$ cat config.mk
export PLATFORM = sky130hd
export DESIGN_NAME = serial_adder_ctrl_flat
export DESIGN_NICKNAME = d
export VERILOG_FILES = /design/src/rtl/serial_adder_ctrl_if.sv /design/src/rtl/serial_adder_ctrl.sv /design/src/flat_wrapper.sv
export SDC_FILE = /design/constraint.sdc
export NUM_CORES = 1
export LEC_CHECK = 0
export ABC_AREA = 0
export BUFFER_PORTS_ARGS = -buffer_cell sky130_fd_sc_hd__buf_2
export CAP_MARGIN = 20
export CORE_ASPECT_RATIO = 0.9
export CORE_MARGIN = 3
export CORE_UTILIZATION = 46
export CTS_BUF_LIST = sky130_fd_sc_hd__clkbuf_2 sky130_fd_sc_hd__clkbuf_4 sky130_fd_sc_hd__clkbuf_8
export CTS_CLUSTER_SIZE = 12
export DETAILED_ROUTE_END_ITERATION = 6
export GPL_TIMING_DRIVEN = 1
export HOLD_SLACK_MARGIN = 0.15
export PLACE_DENSITY = 0.78
export SETUP_SLACK_MARGIN = 0.1
export SYNTH_ARGS = -nofsm -noshare
export SYNTH_HDL_FRONTEND = slang
export SYNTH_HIERARCHICAL = 1
export SYNTH_SLANG_ARGS = --single-unit
$ cat constraint.sdc
create_clock -name clk -period 4.3 [get_ports clk]
set_clock_uncertainty 0.15 [all_clocks]
set_input_delay 0.215 -clock clk [delete_from_list [all_inputs] [get_ports clk]]
set_output_delay 0.215 -clock clk [all_outputs]
set_load 0.02 [all_outputs]
$ cat src/rtl/serial_adder_ctrl_if.sv
// Operand/result stream bundle for the bit-serial adder.
// The slave modport is the adder's view; the master modport is the producer/consumer side.
interface serial_adder_ctrl_if #(
  parameter int NBITS = 8
);
  logic             istream_val;
  logic             istream_rdy;
  logic [NBITS-1:0] in0;
  logic [NBITS-1:0] in1;
  logic             cin;
  logic             ostream_val;
  logic             ostream_rdy;
  logic [NBITS-1:0] sum;
  logic             cout;

  modport slave (
    input  istream_val,
    input  in0,
    input  in1,
    input  cin,
    input  ostream_rdy,
    output istream_rdy,
    output ostream_val,
    output sum,
    output cout
  );

  modport master (
    output istream_val,
    output in0,
    output in1,
    output cin,
    output ostream_rdy,
    input  istream_rdy,
    input  ostream_val,
    input  sum,
    input  cout
  );
endinterface

$ cat src/rtl/serial_adder_ctrl.sv
// Bit-serial adder: one full adder reused LSB first, one bit per cycle,
// wrapped in a valid/ready operand stream and a valid/ready result stream.
module serial_adder_fa (
  input  logic a,
  input  logic b,
  input  logic ci,
  output logic s,
  output logic co
);
  assign s  = a ^ b ^ ci;
  assign co = (a & b) | (a & ci) | (b & ci);
endmodule

module serial_adder_ctrl #(
  parameter int NBITS = 8
) (
  input  logic                clk,
  input  logic                reset,
  serial_adder_ctrl_if.slave  bus
);
  localparam int CNT_W = $clog2(NBITS) + 1;

  typedef enum logic [1:0] {IDLE, CALC, DONE} state_t;

  state_t           state;
  logic [NBITS-1:0] op_a;
  logic [NBITS-1:0] op_b;
  logic [NBITS-1:0] acc;
  logic [NBITS-1:0] sum_r;
  logic             carry;
  logic             cout_r;
  logic             in_rdy;
  logic             out_val;
  logic [CNT_W-1:0] count;

  logic             fa_sum;
  logic             fa_carry;
  logic [NBITS:0]   acc_cat;
  logic [NBITS-1:0] acc_next;
  logic             last_bit;

  // Operands shift right each cycle, so bit 0 is always the bit selected by count.
  serial_adder_fa u_fa (
    .a  (op_a[0]),
    .b  (op_b[0]),
    .ci (carry),
    .s  (fa_sum),
    .co (fa_carry)
  );

  assign acc_cat  = {fa_sum, acc};
  assign acc_next = acc_cat[NBITS:1];
  assign last_bit = (count == CNT_W'(NBITS - 1));

  // Result is copied into sum_r/cout_r only on the final bit so outputs stay stable between results.
  always_ff @(posedge clk) begin
    if (reset) begin
      state   <= IDLE;
      op_a    <= '0;
      op_b    <= '0;
      acc     <= '0;
      sum_r   <= '0;
      carry   <= 1'b0;
      cout_r  <= 1'b0;
      count   <= '0;
      in_rdy  <= 1'b1;
      out_val <= 1'b0;
    end else begin
      case (state)
        IDLE: begin
          if (bus.istream_val && in_rdy) begin
            op_a   <= bus.in0;
            op_b   <= bus.in1;
            carry  <= bus.cin;
            count  <= '0;
            in_rdy <= 1'b0;
            state  <= CALC;
          end
        end
        CALC: begin
          op_a  <= op_a >> 1;
          op_b  <= op_b >> 1;
          carry <= fa_carry;
          acc   <= acc_next;
          count <= count + CNT_W'(1);
          if (last_bit) begin
            sum_r   <= acc_next;
            cout_r  <= fa_carry;
            out_val <= 1'b1;
            state   <= DONE;
          end
        end
        DONE: begin
          if (bus.ostream_rdy) begin
            out_val <= 1'b0;
            in_rdy  <= 1'b1;
            state   <= IDLE;
          end
        end
        default: begin
          in_rdy  <= 1'b1;
          out_val <= 1'b0;
          state   <= IDLE;
        end
      endcase
    end
  end

  assign bus.istream_rdy = in_rdy;
  assign bus.ostream_val = out_val;
  assign bus.sum         = sum_r;
  assign bus.cout        = cout_r;
endmodule

$ cat src/flat_wrapper.sv
// flat-port wrapper written by rule: the top's interface ports become plain ports
module serial_adder_ctrl_flat 
#(
  parameter int NBITS = 8
)
  (clk, reset, bus_istream_val, bus_in0, bus_in1, bus_cin, bus_ostream_rdy, bus_istream_rdy, bus_ostream_val, bus_sum, bus_cout);
  serial_adder_ctrl_if #(.NBITS(NBITS)) bus_i ();
  input  logic clk;
  input  logic reset;
  input wire logic [$bits(bus_i.istream_val)-1:0] bus_istream_val;
  input wire logic [$bits(bus_i.in0)-1:0] bus_in0;
  input wire logic [$bits(bus_i.in1)-1:0] bus_in1;
  input wire logic [$bits(bus_i.cin)-1:0] bus_cin;
  input wire logic [$bits(bus_i.ostream_rdy)-1:0] bus_ostream_rdy;
  output wire logic [$bits(bus_i.istream_rdy)-1:0] bus_istream_rdy;
  output wire logic [$bits(bus_i.ostream_val)-1:0] bus_ostream_val;
  output wire logic [$bits(bus_i.sum)-1:0] bus_sum;
  output wire logic [$bits(bus_i.cout)-1:0] bus_cout;
  assign bus_i.istream_val = bus_istream_val;
  assign bus_i.in0 = bus_in0;
  assign bus_i.in1 = bus_in1;
  assign bus_i.cin = bus_cin;
  assign bus_i.ostream_rdy = bus_ostream_rdy;
  assign bus_istream_rdy = bus_i.istream_rdy;
  assign bus_ostream_val = bus_i.ostream_val;
  assign bus_sum = bus_i.sum;
  assign bus_cout = bus_i.cout;
  serial_adder_ctrl #(.NBITS(NBITS)) u_core (.clk(clk), .reset(reset), .bus(bus_i));
endmodule
=== Word-level counts from Yosys, hierarchy flattened ===
Cells that the tools add are included.

* Register bits: 42
* Word-level logic and storage cells: 52

* $add $sub $neg: 1
* Equality and inequality tests: 6
* Mux-type cells: 18
* Bitwise gates (word level): 9
* Reductions and logical operators: 8

{| class="wikitable"
|+ Operator list
! cell !! number
|-
| $pmux 8 s2 || 2
|-
| $mux 8 || 2
|-
| $reduce_and 3->1 || 3
|-
| $pmux 4 s2 || 1
|-
| $mux 2 || 3
|-
| $pmux 1 s3 || 2
|-
| $pmux 2 s3 || 1
|-
| $mux 1 || 5
|-
| $add 4x1->4 const B || 1
|-
| $eq 4x3->1 const B || 1
|-
| $mux 4 || 1
|-
| $ne 2x1->1 const B || 2
|-
| $reduce_and 2->1 || 2
|-
| $and 1x1->1 || 3
|-
| $eq 2x1->1 const B || 1
|-
| $eq 2x2->1 const B || 1
|-
| $logic_not 2->1 || 1
|-
| $ne 2x2->1 const B || 1
|-
| $not 1->1 || 2
|-
| $or 1x1->1 || 2
|-
| $pmux 1 s2 || 1
|-
| $reduce_bool 2->1 || 1
|-
| $xor 1x1->1 || 2
|-
| $logic_and 1x1->1 || 1
|}

=== Logic depth before layout (Yosys ltp) ===
* Depth after elaboration: 4
* Depth in mapped cells: 6
* Depth with buffers taken out: 4

=== Hierarchy ===
The synthesis kept the hierarchy.

{| class="wikitable"
|+ Modules (own cells, without submodules)
! module !! times used !! cells an instance !! area an instance (um2) !! sequential area each (um2)
|-
| serial_adder_ctrl || 1 || 192 || 1871.8 || 820.8
|-
| serial_adder_fa || 1 || 1 || 20.0 || 0.0
|}

=== Worst setup path before layout ===
OpenSTA, ideal clock, no wires.

* Kind: reg-to-reg
* From: register u_core.in_rdy, in the netlist u_core/bus.istream_rdy
* To: register u_core.op_b[4]
* Arrival time: 1.184 ns
* Data required time: 4.012 ns
* Path slack: 2.828 ns
* Cell stages (with the launch flop): 5
* Path buffers: 1
* Period minus slack after synthesis: 1.472 ns
* Cell sequence: dfxtp_1 -> a21oi_4 -> nor2_1 -> buf_2 -> a211oi_1

* Word-level cells in the longest chain between the ends: 3

{| class="wikitable"
|+ Ends and longest elaborated chain
! item !! line !! source
|-
| start, declared || serial_adder_ctrl.sv:32 || <nowiki>logic in_rdy;</nowiki>
|-
| start signal, assigned || serial_adder_ctrl.sv:66 || <nowiki>in_rdy <= 1'b1;</nowiki>
|-
| start signal, assigned || serial_adder_ctrl.sv:76 || <nowiki>in_rdy <= 1'b0;</nowiki>
|-
| start signal, assigned || serial_adder_ctrl.sv:96 || <nowiki>in_rdy <= 1'b1;</nowiki>
|-
| $logic_and 1x1->1 || serial_adder_ctrl.sv:71 || <nowiki>if (bus.istream_val && in_rdy) begin</nowiki>
|-
| $ne 2x1->1 (no source line) || - ||
|-
| $reduce_and 2->1 (no source line) || - ||
|-
| end signal, assigned || serial_adder_ctrl.sv:73 || <nowiki>op_b <= bus.in1;</nowiki>
|-
| end signal, assigned || serial_adder_ctrl.sv:82 || <nowiki>op_b <= op_b >> 1;</nowiki>
|-
| end, declared || serial_adder_ctrl.sv:27 || <nowiki>logic [NBITS-1:0] op_b;</nowiki>
|}

No other way between the ends.
A chain may end at the register's enable or synchronous reset.

=== Final worst setup path ===
* From: register u_core.state[0]
* To: register u_core.op_b[1]

* Word-level cells in the longest chain between the ends: 3

{| class="wikitable"
|+ Ends and longest elaborated chain
! item !! line !! source
|-
| start, declared || serial_adder_ctrl.sv:25 || <nowiki>state_t state;</nowiki>
|-
| start signal, assigned || serial_adder_ctrl.sv:58 || <nowiki>state <= IDLE;</nowiki>
|-
| start signal, assigned || serial_adder_ctrl.sv:77 || <nowiki>state <= CALC;</nowiki>
|-
| start signal, assigned || serial_adder_ctrl.sv:90 || <nowiki>state <= DONE;</nowiki>
|-
| $eq 2x1->1 or $logic_not 2->1 (tied branches) || serial_adder_ctrl.sv:69 || <nowiki>case (state)</nowiki>
|-
| $reduce_bool 2->1 (no source line) or $ne 2x1->1 (tied branches) || - ||
|-
| $reduce_and 2->1 (no source line) || - ||
|}

Several ways; a longest one is shown, not always the timed one.

==> results.yml <==
synth:
  synthTopCellsByArea: "dfxtp_1 43%, mux2i_1 13%, nand2b_1 6.6%"
  synth_most_common_cell: "dfxtp_1"
  synth_cell_type_count: 33
  yosys_warnings: 6
  synth_top_cell_area_share_pct: 43.4
  ys_async_sr_fraction_pct: 0
  synth_common_cells: "41 x dfxtp_1, 24 x mux2i_1, 20 x nand2b_1, 17 x nand2_1, 14 x nor3_1"
  ys_ff_latch: 41
  syn_nets: 216
  synth.avg_cell_area_um2: 9.80
  synth_edf_count: 0
  yosysTopAreaCell: "dfxtp_1"
  synth.cell_area_um2: 1890
  synth_ff_type: "dfxtp_1"
  yosysSeqAreaShare_pct: 43.4
  synthCells: 193
final_layout:
  drive_gt1_share_pct: 21.3
  area_growth_pct: 17.3
  n_fill_cell: 345
  finalNetCount: 253
  antenna-diode-count: 0
setup_path:
  startpoint_type: "flip-flop"
  critical_path_class: "flip-flop to flip-flop"
  crit_arrival_ns: 1.96
  crit_fanout: 25
  cp.required_ns: 4.34
  endpoint_kind: "flip-flop"
detailed_routing:
  drtIter0Drc: 97
  drtAntennaViolNets: 0
  dr_total_vias: 1437
  first_pass_iters: 4
  wire_per_inst_um: 12.9
  viasPerCell: 5.21
  drc: 0
  finalWirelength_um: 3570
sta:
  grt_setup_unrepaired: "false"
  worstMarginPinSlew_ns: 0.852
  hold_viol: 0
  relSlewSlack_pct: 43.2
  setup_tns_ns: 0
  fin_crit_sh_pct: 44.5
  finalWorstSetupSlack_ns: 2.38
  max_freq_mhz: 522
  setup_violations: 0
  slew_violations: 0
  finalCriticalPeriod_ns: 1.92
clock_tree:
  h-tree-depth: 2
  clk_latency_ns: 0.28
  cts.clk_slew.worst_paths_ns: 0.07
  cts_num_sinks: 41
  tritoncts: "yes"
  cts_buffers: 5
  clock-root-buffer: "clkbuf_8"
  clockBufferDepth: 2
placed_design:
  dp_hpwl_um: 2250
  dp_slack_ns: 2.00
  place.gp.congestion: 0.749
  portBuffers: 31
grt:
  track_usage_pct: 15.7
  antenna_found_initial: 0
  overflow: 0
  grt_max_degree: 51
  first_global_vias: 1352
  grt_first_pass_wirelength_um: 6020
power_and_ir_drop:
  p_int_mw: 0.593
  p_sw_mw: 0.199
  p_comb_share_pct: 15.1
  seqPwrFrac_pct: 52.7
  swShare_pct: 25.1
  ir_worst_vdd_v: 0.000225
  power-per-cell-area_nw_per_um2: 357
  pwr-share-clk_pct: 32.2
  power.leakage_nw: 0.896
min_path:
  hold_class: "primary input to flip-flop"
floorplanning:
  dieHeight_um: 66.8
  rows: 21
  fp.coreArea_um2: 3840
  pin_count: 32
  start_util_pct: 49.3
  fp.dieW_um: 73.6
  dieArea_um2: 4920
run:
  drv_cap: 0
run_status:
  run_status: "finished clean"
==> power groups by stage <==
stage / combinational [mW] / clock, mW / sequential, mW
after floorplan: 0.0992 / 0 / 0.422
after global placement: 0.105 / 0 / 0.425
after detailed placement: 0.106 / 0 / 0.426
after CTS: 0.117 / 0.263 / 0.417
after global routing: 0.131 / 0.276 / 0.420
final: 0.119 / 0.255 / 0.417
==> path summary, 6_finish.rpt <==
path	startpoint	to	slack, ns	cells after the start
max	u_core/state[0]	u_core/op_b[1]	2.38	3
min	bus_in0[0]	u_core/op_a[0]	0.16	3
max reg2reg	u_core/state[0]	u_core/op_b[1]	2.38	3
min reg2reg	u_core/acc[1]	u_core/acc[1]	0.31	2
==> metrics by stage <==
stage	hold slack [ns]	instance area, um2	util, %	instances	power, mW
floorplan	0.205	1890	-	193	0.521
global placement	0.294	1970	51.4	253	0.530
detailed placement	0.300	1970	51.4	253	0.532
CTS	0.152	2200	57.4	274	0.797
global route	0.154	2220	57.9	276	0.828
finish	0.158	2220	57.9	276	0.791
==> cell families (layout without fill, tap and decap cells) <==
| kind of cell | count (synthesis) | in the layout | share of synthesized area [%] |
|---|---|---|---|
| buffers and inverters | 17 | 54 | 7.08 |
| DFF | 41 | 41 | 43.4 |
| and+or+nand+nor | 68 | 68 | 19.8 |
| adders and majority gates | 2 | 2 | 1.72 |
| AOI/OAI and AO/OA | 41 | 41 | 15.3 |
| muxes | 24 | 24 | 12.7 |
==> worst max-delay path, cell delays in order, from the launching register on <==
cell and delay [ns]:
dfxtp_1 0.54, and2b_1 0.75, nor3_1 0.13, a211oi_1 0.25
==> flip-flops by register name (all words and copies together), names as in the netlist <==
name / count
u_core/bus.ostream_val: 1
u_core/op_a: 8
u_core/bus.sum: 8
u_core/op_b: 8
u_core/bus.istream_rdy: 1
u_core/carry: 1
u_core/acc: 7
u_core/count: 4
u_core/state: 2
u_core/bus.cout: 1
==> layer usage <==
metal,vias to the layer above,global-route usage (%),wire [um],part of all wire [%]
li1,746,-,-,-
met1,661,19.4,1640,46
met2,25,25.4,1710,48
met3,5,4.83,167,4.7
met4,0,6.11,49,1.4
met5,-,0,0,0
==> what timing repair did <==
item,CTS,global route
setup buffers,0,0
hold endpoints to repair,13,0
resized for setup,0,0
hold buffers,14,0
==> cell usage in the layout (no fill, tap or decap), types with 2 or more instances in the layout <==
cell type	synthesis	routed
nand2b_1	20	20
o21a_1	2	2
nor3_1	14	14
a211oi_1	11	11
clkbuf_8	0	6
buf_2	1	31
dlygate4sd3_1	0	14
nor2_1	5	5
a21oi_1	13	13
mux2i_1	24	24
a211oi_2	4	4
dfxtp_1	41	41
nand3_1	2	2
nand2_1	17	17
nor3b_1	2	2
o21ai_0	7	7
==> final cells by class <==
cell class                 instances  area, um2  area share [%]
multi-input combinational        135        937            42.2
sequential                        41        821            37.0
timing repair buffer              47        314            14.1
clock buffer                       7       90.1            4.06
tap                               46       57.6            2.59
(Power assumes the default switching activity.)
